[config.mk]
export PLATFORM = sky130hd
export DESIGN_NAME = result_uart_tx_flat
export DESIGN_NICKNAME = d
export VERILOG_FILES = /design/src/rtl/result_uart_tx_pkg.sv /design/src/rtl/result_uart_tx_if.sv /design/src/rtl/result_uart_tx_byte.sv /design/src/rtl/result_uart_tx.sv /design/src/flat_wrapper.sv
export SDC_FILE = /design/constraint.sdc
export NUM_CORES = 1
export LEC_CHECK = 0
export ABC_AREA = 0
export BUFFER_PORTS_ARGS = -buffer_cell sky130_fd_sc_hd__buf_2
export CORE_MARGIN = 2
export CORE_UTILIZATION = 40
export CTS_CLUSTER_DIAMETER = 200
export CTS_CLUSTER_SIZE = 28
export DETAILED_ROUTE_END_ITERATION = 7
export GPL_TIMING_DRIVEN = 1
export PLACE_DENSITY = 0.61
export SLEW_MARGIN = 20
export SYNTH_ARGS = -nofsm -noshare
export SYNTH_HDL_FRONTEND = slang
export SYNTH_HIERARCHICAL = 1
export SYNTH_SLANG_ARGS = --single-unit
[constraint.sdc]
create_clock -name clock -period 3 [get_ports clock]
set_clock_uncertainty 0.05 [all_clocks]
set_input_delay 0.3 -clock clock [delete_from_list [all_inputs] [get_ports clock]]
set_output_delay 0.3 -clock clock [all_outputs]
set_load 0.02 [all_outputs]
[src/rtl/result_uart_tx_pkg.sv]
// Shared types and constants for the result-memory UART reader.
// RESULT_TX_SYNC_HEADER_EN adds the two header states to the state enum.
package result_tx_pkg;

  typedef enum logic [2:0] {
    IDLE,
    FETCH,
    SEND,
    DONE
`ifdef RESULT_TX_SYNC_HEADER_EN
    , HDR0,
    HDR1
`endif
  } state_t;

  localparam logic       UART_START_BIT = 1'b0;
  localparam logic       UART_STOP_BIT  = 1'b1;
  localparam logic [7:0] SYNC_BYTE0     = 8'hAA;
  localparam logic [7:0] SYNC_BYTE1     = 8'h55;

endpackage

[src/rtl/result_uart_tx_if.sv]
// Result-memory read port, start/status handshake and TX line of result_uart_tx.
// master = the reader, slave = memory/host side.
interface result_uart_tx_if #(
  parameter int WIDTH_BITS  = 8,
  parameter int HEIGHT_BITS = 8
);
  logic                   iStart;
  logic [WIDTH_BITS-1:0]  oResultCol;
  logic [HEIGHT_BITS-1:0] oResultRow;
  logic                   iResultData;
  logic                   oTx;
  logic                   oBusy;
  logic                   oDone;

  modport master (
    input  iStart, iResultData,
    output oResultCol, oResultRow, oTx, oBusy, oDone
  );

  modport slave (
    output iStart, iResultData,
    input  oResultCol, oResultRow, oTx, oBusy, oDone
  );
endinterface

[src/rtl/result_uart_tx_byte.sv]
// 8N1 byte serializer: start bit, LSB-first data, stop bit, each CLKS_PER_BIT cycles.
// oReady is also high in the last stop-bit cycle so frames can run back to back.
module uart_tx_byte
  import result_tx_pkg::*;
#(
  parameter int CLKS_PER_BIT = 434
) (
  input  logic       clock,
  input  logic       reset,
  input  logic       iValid,
  input  logic [7:0] iData,
  output logic       oReady,
  output logic       oTx
);
  localparam int TW = (CLKS_PER_BIT > 1) ? $clog2(CLKS_PER_BIT) : 1;
  localparam logic [TW-1:0] T_LAST = TW'(CLKS_PER_BIT - 1);

  logic          busy;
  logic [TW-1:0] timer;
  logic [3:0]    bit_idx;
  logic [7:0]    shreg;

  assign oReady = !busy || (timer == T_LAST && bit_idx == 4'd9);

  always_ff @(posedge clock or posedge reset) begin
    if (reset) begin
      busy    <= 1'b0;
      timer   <= '0;
      bit_idx <= '0;
      shreg   <= '0;
      oTx     <= UART_STOP_BIT;
    end else if (oReady && iValid) begin
      busy    <= 1'b1;
      timer   <= '0;
      bit_idx <= '0;
      shreg   <= iData;
      oTx     <= UART_START_BIT;
    end else if (busy) begin
      if (timer == T_LAST) begin
        timer <= '0;
        if (bit_idx == 4'd9) begin
          busy <= 1'b0;
        end else begin
          bit_idx <= bit_idx + 4'd1;
          // bit_idx 1..8 carry data bits 0..7, 9 is the stop bit
          if (bit_idx == 4'd8) begin
            oTx <= UART_STOP_BIT;
          end else begin
            oTx   <= shreg[0];
            shreg <= shreg >> 1;
          end
        end
      end else begin
        timer <= timer + TW'(1);
      end
    end
  end
endmodule

[src/rtl/result_uart_tx.sv]
// Scans the 1-bit result memory in raster order, packs 8 pixels MSB-first and sends each byte 8N1.
// RESULT_TX_SYNC_HEADER_EN: prefix the image with sync bytes 0xAA, 0x55.
//
// state | meaning
// IDLE  | wait for iStart, pos = 0
// HDR0  | hand sync byte 0xAA to the serializer (macro only)
// HDR1  | hand sync byte 0x55 once the 0xAA frame ends (macro only)
// FETCH | 9 cycles: present 8 addresses, capture 8 pixels
// SEND  | wait for the current frame to finish its stop bit
// DONE  | image sent, wait for iStart low
module result_uart_tx
  import result_tx_pkg::*;
#(
  parameter int WIDTH_BITS   = 8,
  parameter int HEIGHT_BITS  = 8,
  parameter int CLKS_PER_BIT = 434
) (
  input logic               clock,
  input logic               reset,
  result_uart_tx_if.master  bus
);
  localparam int PW = WIDTH_BITS + HEIGHT_BITS;

  state_t        state;
  logic [PW-1:0] pos;
  logic [3:0]    fetch_cnt;
  logic [7:0]    pack;
  logic          last_grp;
  logic          busy_r;
  logic          done_r;
  logic          tx_valid;
  logic [7:0]    tx_data;
  logic          tx_ready;

  // The eighth pixel is taken straight off the RAM so the byte loads on the last FETCH edge.
  always_comb begin
    tx_valid = 1'b0;
    tx_data  = pack;
    case (state)
      FETCH: begin
        if (fetch_cnt == 4'd8) begin
          tx_valid = 1'b1;
          tx_data  = {pack[6:0], bus.iResultData};
        end
      end
`ifdef RESULT_TX_SYNC_HEADER_EN
      HDR0: begin
        tx_valid = 1'b1;
        tx_data  = SYNC_BYTE0;
      end
      HDR1: begin
        tx_valid = 1'b1;
        tx_data  = SYNC_BYTE1;
      end
`endif
      default: ;
    endcase
  end

  always_ff @(posedge clock or posedge reset) begin
    if (reset) begin
      state     <= IDLE;
      pos       <= '0;
      fetch_cnt <= '0;
      pack      <= '0;
      last_grp  <= 1'b0;
      busy_r    <= 1'b0;
      done_r    <= 1'b0;
    end else begin
      case (state)
        IDLE: begin
          fetch_cnt <= '0;
          last_grp  <= 1'b0;
          if (bus.iStart) begin
            busy_r <= 1'b1;
`ifdef RESULT_TX_SYNC_HEADER_EN
            state  <= HDR0;
`else
            state  <= FETCH;
`endif
          end
        end
`ifdef RESULT_TX_SYNC_HEADER_EN
        HDR0: if (tx_ready) state <= HDR1;
        HDR1: if (tx_ready) state <= SEND;
`endif
        FETCH: begin
          if (fetch_cnt < 4'd8) pos <= pos + PW'(1);
          if (fetch_cnt == 4'd7) last_grp <= (pos == '1);
          if (fetch_cnt >= 4'd1) pack <= {pack[6:0], bus.iResultData};
          fetch_cnt <= fetch_cnt + 4'd1;
          if (fetch_cnt == 4'd8) state <= SEND;
        end
        SEND: begin
          fetch_cnt <= '0;
          if (tx_ready) begin
            if (last_grp) begin
              state    <= DONE;
              busy_r   <= 1'b0;
              done_r   <= 1'b1;
              pos      <= '0;
              last_grp <= 1'b0;
            end else begin
              state <= FETCH;
            end
          end
        end
        DONE: begin
          if (!bus.iStart) begin
            state  <= IDLE;
            done_r <= 1'b0;
          end
        end
        default: state <= IDLE;
      endcase
    end
  end

  assign bus.oResultCol = pos[WIDTH_BITS-1:0];
  assign bus.oResultRow = pos[PW-1:WIDTH_BITS];
  assign bus.oBusy      = busy_r;
  assign bus.oDone      = done_r;

  uart_tx_byte #(
    .CLKS_PER_BIT(CLKS_PER_BIT)
  ) u_tx (
    .clock  (clock),
    .reset  (reset),
    .iValid (tx_valid),
    .iData  (tx_data),
    .oReady (tx_ready),
    .oTx    (bus.oTx)
  );
endmodule

[src/flat_wrapper.sv]
// flat-port wrapper written by rule: the top's interface ports become plain ports
module result_uart_tx_flat import result_tx_pkg::*;
#(
  parameter int WIDTH_BITS   = 8,
  parameter int HEIGHT_BITS  = 8,
  parameter int CLKS_PER_BIT = 434
)
  (clock, reset, bus_iStart, bus_iResultData, bus_oResultCol, bus_oResultRow, bus_oTx, bus_oBusy, bus_oDone);
  result_uart_tx_if #(.WIDTH_BITS(WIDTH_BITS), .HEIGHT_BITS(HEIGHT_BITS)) bus_i ();
  input logic clock;
  input logic reset;
  input wire logic [$bits(bus_i.iStart)-1:0] bus_iStart;
  input wire logic [$bits(bus_i.iResultData)-1:0] bus_iResultData;
  output wire logic [$bits(bus_i.oResultCol)-1:0] bus_oResultCol;
  output wire logic [$bits(bus_i.oResultRow)-1:0] bus_oResultRow;
  output wire logic [$bits(bus_i.oTx)-1:0] bus_oTx;
  output wire logic [$bits(bus_i.oBusy)-1:0] bus_oBusy;
  output wire logic [$bits(bus_i.oDone)-1:0] bus_oDone;
  assign bus_i.iStart = bus_iStart;
  assign bus_i.iResultData = bus_iResultData;
  assign bus_oResultCol = bus_i.oResultCol;
  assign bus_oResultRow = bus_i.oResultRow;
  assign bus_oTx = bus_i.oTx;
  assign bus_oBusy = bus_i.oBusy;
  assign bus_oDone = bus_i.oDone;
  result_uart_tx #(.WIDTH_BITS(WIDTH_BITS), .HEIGHT_BITS(HEIGHT_BITS), .CLKS_PER_BIT(CLKS_PER_BIT)) u_core (.clock(clock), .reset(reset), .bus(bus_i));
endmodule
# Yosys cells after proc, flatten, opt, wreduce, memory -nomap -nowiden
# Index checks and enable logic that the tools add are counted.
# totals
register_bits	57
latchBits	0
ram_bits	0
rom_bits	0
input_bits	4
output_inout_bits	19
word_cells	104
n_memories	0
# classes
addsub	4
n_mul	0
div	0
magnitude_cmp	2
n_eq_ne	18
n_shift	0
n_mux	47
bitwise	0
n_reduce_logical	21
# ops
op	n
2-to-1 mux 8 bit	7
2-to-1 mux 16 bit	3
one-hot mux 16 bit (2 select lines)	1
2-to-1 mux 9 bit	3
AND reduction 4 bit	5
2-to-1 mux 1 bit	19
adder 16 x 1 -> 16 bit, second input constant	1
equality test 16 bit, second input constant	1
2-to-1 mux 4 bit	4
equality test 4 bit, second input constant	3
2-to-1 mux 3 bit	4
one-hot mux 3 bit (4 select lines)	1
nonzero test 2 bit	6
!= test 2 x 1 -> 1 bit, second input constant	5
adder 9 x 1 -> 9 bit, second input constant	1
equality test 9 bit, second input constant	1
adder 4 x 1 -> 4 bit, second input constant	2
!= test 2 bit, second input constant	4
one-hot mux 4 bit (2 select lines)	1
equality test 3 x 2 -> 1 bit, second input constant	2
AND reduction 3 bit	2
equality test 4 x 3 -> 1 bit, second input constant	1
>= comparator 4 x 1 -> 1 bit, second input constant	1
less-than comparator 4 bit, second input constant	1
other kinds (11)	13

# Depth between registers and ports, before layout
# depth
word_depth	6
depth_mapped	11

# By module
# Netlist, hierarchy kept.
# modules_own_cells
module	instances	cells_each	area_per_inst_um2	seq_area_each_um2
result_uart_tx	1	162	1736.7	825.8
uart_tx_byte	1	114	1233.7	576.8

# Least setup slack after synthesis
# OpenSTA, ideal clock, no wires.
# synth_timing
path_kind	register to register
startpoint	reg u_core.u_tx.timer[1]
endpoint	reg u_core.pos[15]
setup_ns	0.078
t_arrival_ns	2.296
required_ns	2.872
setup_slack_ns	0.576
path_stages_with_launch	11
n_path_buf	2
cell_sequence	dfrtp_1 > inv_1 > ha_1 > and4b_4 > a41o_2 > and4b_2 > buf_2 > o2111ai_2 > buf_6 > or4_1 > a21oi_1
# synth_between
elab_chain_cells	5
# synth_lines
item	line	text
from (decl)	result_uart_tx_byte.sv:19	logic [TW-1:0] timer;
from (signal assigned)	result_uart_tx_byte.sv:54	timer <= timer + TW'(1);
equality test 9 bit	result_uart_tx_byte.sv:23	assign oReady = !busy || (timer == T_LAST && bit_idx == 4'd9);
logical AND 1 bit	result_uart_tx_byte.sv:23	
logical OR 1 bit	result_uart_tx_byte.sv:23	
net u_core.tx_ready	result_uart_tx.sv:33	logic tx_ready;
!= test 2 bit (no source line)	--	
AND reduction 4 bit (no source line)	--	
to (signal assigned)	result_uart_tx.sv:88	if (fetch_cnt < 4'd8) pos <= pos + PW'(1);
to (decl)	result_uart_tx.sv:25	logic [PW-1:0] pos;
# The timed path passes the listed nets, and every way through them passes these cells.
# A chain may end at the register's enable or synchronous reset.

# Worst setup path after layout
# layout_timing
startpoint	reg u_core.u_tx.timer[1]
endpoint	reg u_core.pos[11]
# The elaborated chain is that of the path after synthesis.

==> summary.txt <==
STA
  • Fin Hold WS: approximately 0.057 ns
  • # setup viols final: 0
  • Slew @ Worst Pin: roughly 0.88 ns
  • Period Utilization, post-route: 83.6%
  • RSZ-0062 raised after global routing: false
  • Crit path time final: approximately 2.5 ns
  • Slew Limit Fails: 0
  • Final setup TNS: 0 ns
  • Slew margin rel.: about two fifths
  • Fmax: around 0.4 GHz
  • Final Hold Vio Count: 0

Placed design
  • Port buffer count: 22
  • Half-perimeter wire length after placement: about 3700 microns
  • Gp weighted congestion: slightly above 0.7

Floorplan
  • Die X-Extent: between 90 and 100 microns
  • IO Count: 23
  • Die Ht: about 90 microns
  • Initial core utilization: 41.2%
  • Row count: 31
  • Die area: between 0.008 and 0.009 sq mm
  • Placeable core area: about 0.007 sq mm

Route
  • Total Wirelength: 5200 microns
  • Total number of vias: approximately 2000
  • DR WL/cell: between 10 and 15 microns
  • Initial DRC count: 87
  • First drt pass iteration count: 4
  • ANT nets after route: 0
  • Drt via density: between 5 and 6
  • DRC viols: 0

Clocking
  • CTS Sinks: 56
  • CTS Root Buffer Type: clkbuf_8
  • Max Buffers Root-to-Sink: 2
  • Clock Pin Slew Worst Setup and Hold Paths: about 0.10 ns
  • CTS tree: yes
  • Worst skew pair latency: around 0.31 ns
  • Post-cts gate resize count: 0
  • Setup Fix Bufs, Post-CTS: 0
  • H-tree depth: 2
  • Cts bufs inserted: 5
  • CTS Hold Bufs: 0

Finish
  • Layout cell share with drive strength beyond 1: about 25%
  • Area occupied by multi-input gates: around 0.0015 sq mm
  • Commonest non-fill, non-tap cell in the layout: dfrtp_1
  • Nets: ~310
  • Commonest cells after routing, fill and taps aside: dfrtp_1 (55), mux2_2 (27), nor2_1 (26), buf_2 (22), nand2_1 (22)
  • Layout fillers: 730
  • ANT cells: 0
  • P&R area growth vs syn: 10.0%
  • Area occupied by registers: about 0.0014 sq mm

Setup path
  • FF-to-FF End: u_core/pos[11]
  • Worst EP arrival: approximately 2.7 ns
  • Worst setup path end: u_core/pos[11]
  • Startpoint types: flop
  • Cell count along the critical path: 8
  • CP Class: reg2reg
  • CP Max Fanout: 11
  • Crit-path leading delay family: simple AND/OR/NAND/NOR gates
  • Setup crit end kind: flop
  • CP peak stage delay: approximately 0.48 ns
  • Reg2reg setup slack: 0.49 ns
  • Slowest CP cell: or4_1
  • CP bufs+invs: 1
  • Critical-path cell list: inv_1 > ha_1 > and4b_4 > a41o_2 > and4b_2 > o2111ai_2 > or4_1 > a21oi_1
  • Start of the worst register-to-register path: u_core/u_tx/timer[1]
  • Critical Path Start: u_core/u_tx/timer[1]
  • Worst Path Required: 3.19 ns
  • FF-to-FF path depth: 8

Logic synthesis
  • Post-synth EDFFs: 0
  • Yosys reg bits: 56
  • Distinct cells, synth: 54
  • Top_reg_cell synth: dfrtp_1
  • Yosys warns: 6
  • Synthesized area per cell: between 10 and 15 sq um
  • Mapped Nets: around 290
  • Synthesized instance count: between 200 and 300
  • Sequential area share after synthesis: a little under half
  • Area of the mapped netlist: roughly 0.003 sq mm
  • Async set-or-reset flop fraction in the synthesized netlist: 100%

GRT
  • GRT Overall Usage: 13.7%
  • Grt total ovfl: 0
  • Largest net degree at the start of global routing: 24
  • First-pass GRT wire length: 9230 microns
  • Vias in the first global route: a little under 2000
  • Antenna violations before repair: 0

Run
  • Maxcap violations: 0

Pwr
  • Maximum VDD drop: approximately 0.25 mV
  • Leak: 0.00144 uW
  • PwrDens: between 300 and 400 mW/mm^2

Status
  • Status: finished clean

Worst hold path
  • HP Class: in2async
-- cell usage after synthesis, types with 2 or more instances --
| cell | count | area, sq um |
|---|---|---|
| dfrtp_1 | 55 | 1380 |
| o2111ai_1 | 2 | 17.5 |
| ha_1 | 9 | 113 |
| nand2_1 | 22 | 82.6 |
| buf_2 | 4 | 20.0 |
| buf_6 | 2 | 22.5 |
| mux2i_1 | 7 | 70.1 |
| and3_1 | 2 | 12.5 |
| a31oi_1 | 2 | 12.5 |
| nand4b_1 | 3 | 26.3 |
| xor2_1 | 10 | 87.6 |
| o22ai_1 | 2 | 12.5 |
| nor3_1 | 4 | 20.0 |
| nor2_1 | 26 | 97.6 |
| nand4_1 | 5 | 31.3 |
| mux2_2 | 27 | 304 |
| inv_1 | 11 | 41.3 |
| o21ai_0 | 12 | 60.1 |
| nand2b_1 | 3 | 18.8 |
| xnor2_1 | 7 | 61.3 |
| or4_1 | 2 | 15.0 |
| or3_1 | 7 | 43.8 |
| and2_1 | 2 | 12.5 |
| nor2b_1 | 2 | 12.5 |
| o31ai_1 | 2 | 15.0 |
| nand3_1 | 6 | 30.0 |
| a21oi_1 | 9 | 45.0 |
| o211ai_1 | 2 | 15.0 |
| nand3b_1 | 2 | 15.0 |
| buf_4 | 2 | 15.0 |
| o21ai_1 | 2 | 10.0 |
-- flip-flops by register name, indices dropped and copies added (netlist names), 2 cells and up --
name / count
u_core/pos: 16
u_core/u_tx/timer: 9
u_core/pack: 8
u_core/u_tx/shreg: 8
u_core/fetch_cnt: 4
u_core/u_tx/bit_idx: 4
u_core/state: 2
-- stage by stage --
step	area, sq um	total power (uW)	std cells	util [%]	setup slack (ns)
floorplan	2970	814	276	-	0.576
global placement	3170	825	391	44.0	0.580
detailed placement	3170	826	391	44.0	0.510
CTS	3270	1270	399	45.3	0.495
global route	3270	1300	399	45.3	0.295
finish	3270	1240	399	45.3	0.491
-- where the power goes --
group	switching (uW)	internal, uW	total (uW)	leakage, uW
Combinational	21.5	16.3	37.8	0.000681
Clock	241	189	430	0.0000516
Sequential	6.79	765	772	0.000708
Total	269	971	1240	0.00144
-- cell families (layout without fill, tap and decap cells) --
logic type	Yosys count	in the layout	synth area share, %
AOI/OAI and AO/OA	40	40	9.31
xor gates and xnor gates	17	17	5.01
muxes	34	34	12.6
and+or+nand+nor	97	97	18.2
DFF	56	56	47.2
buffers and inverters	23	47	3.87
adders and majority gates	9	9	3.79
-- cell type report --
type	instances	area share [%]
multi-input cells	197	44.4
flip-flops and latches	56	42.9
repair buffers	27	4.52
well taps	99	3.79
clock buffers	6	2.53
inverters	12	1.38
clock inverters	2	0.421
-- layer usage --
layer  global-route usage (%)  vias to the layer above  routed length, microns
met5                        0                        -                       0
li1                         -                     1028                       -
met3                     2.93                        6                     131
met4                     4.23                        0                      70
met2                     22.1                       17                    2400
met1                     18.6                      969                    2600
-- worst min-delay path by stage --
stage | start | to | depth (start not counted)
global placement | reset | u_core/pos[10] | 2
CTS | reset | u_core/pos[12] | 2
finish | reset | u_core/pos[13] | 2
floorplan | reset | u_core/u_tx/bit_idx[0] | 1
global route | reset | u_core/pos[0] | 2
detailed placement | u_core/bus.oDone | u_core/bus.oDone | 1
Note: power is estimated with default switching activity, not from simulation.
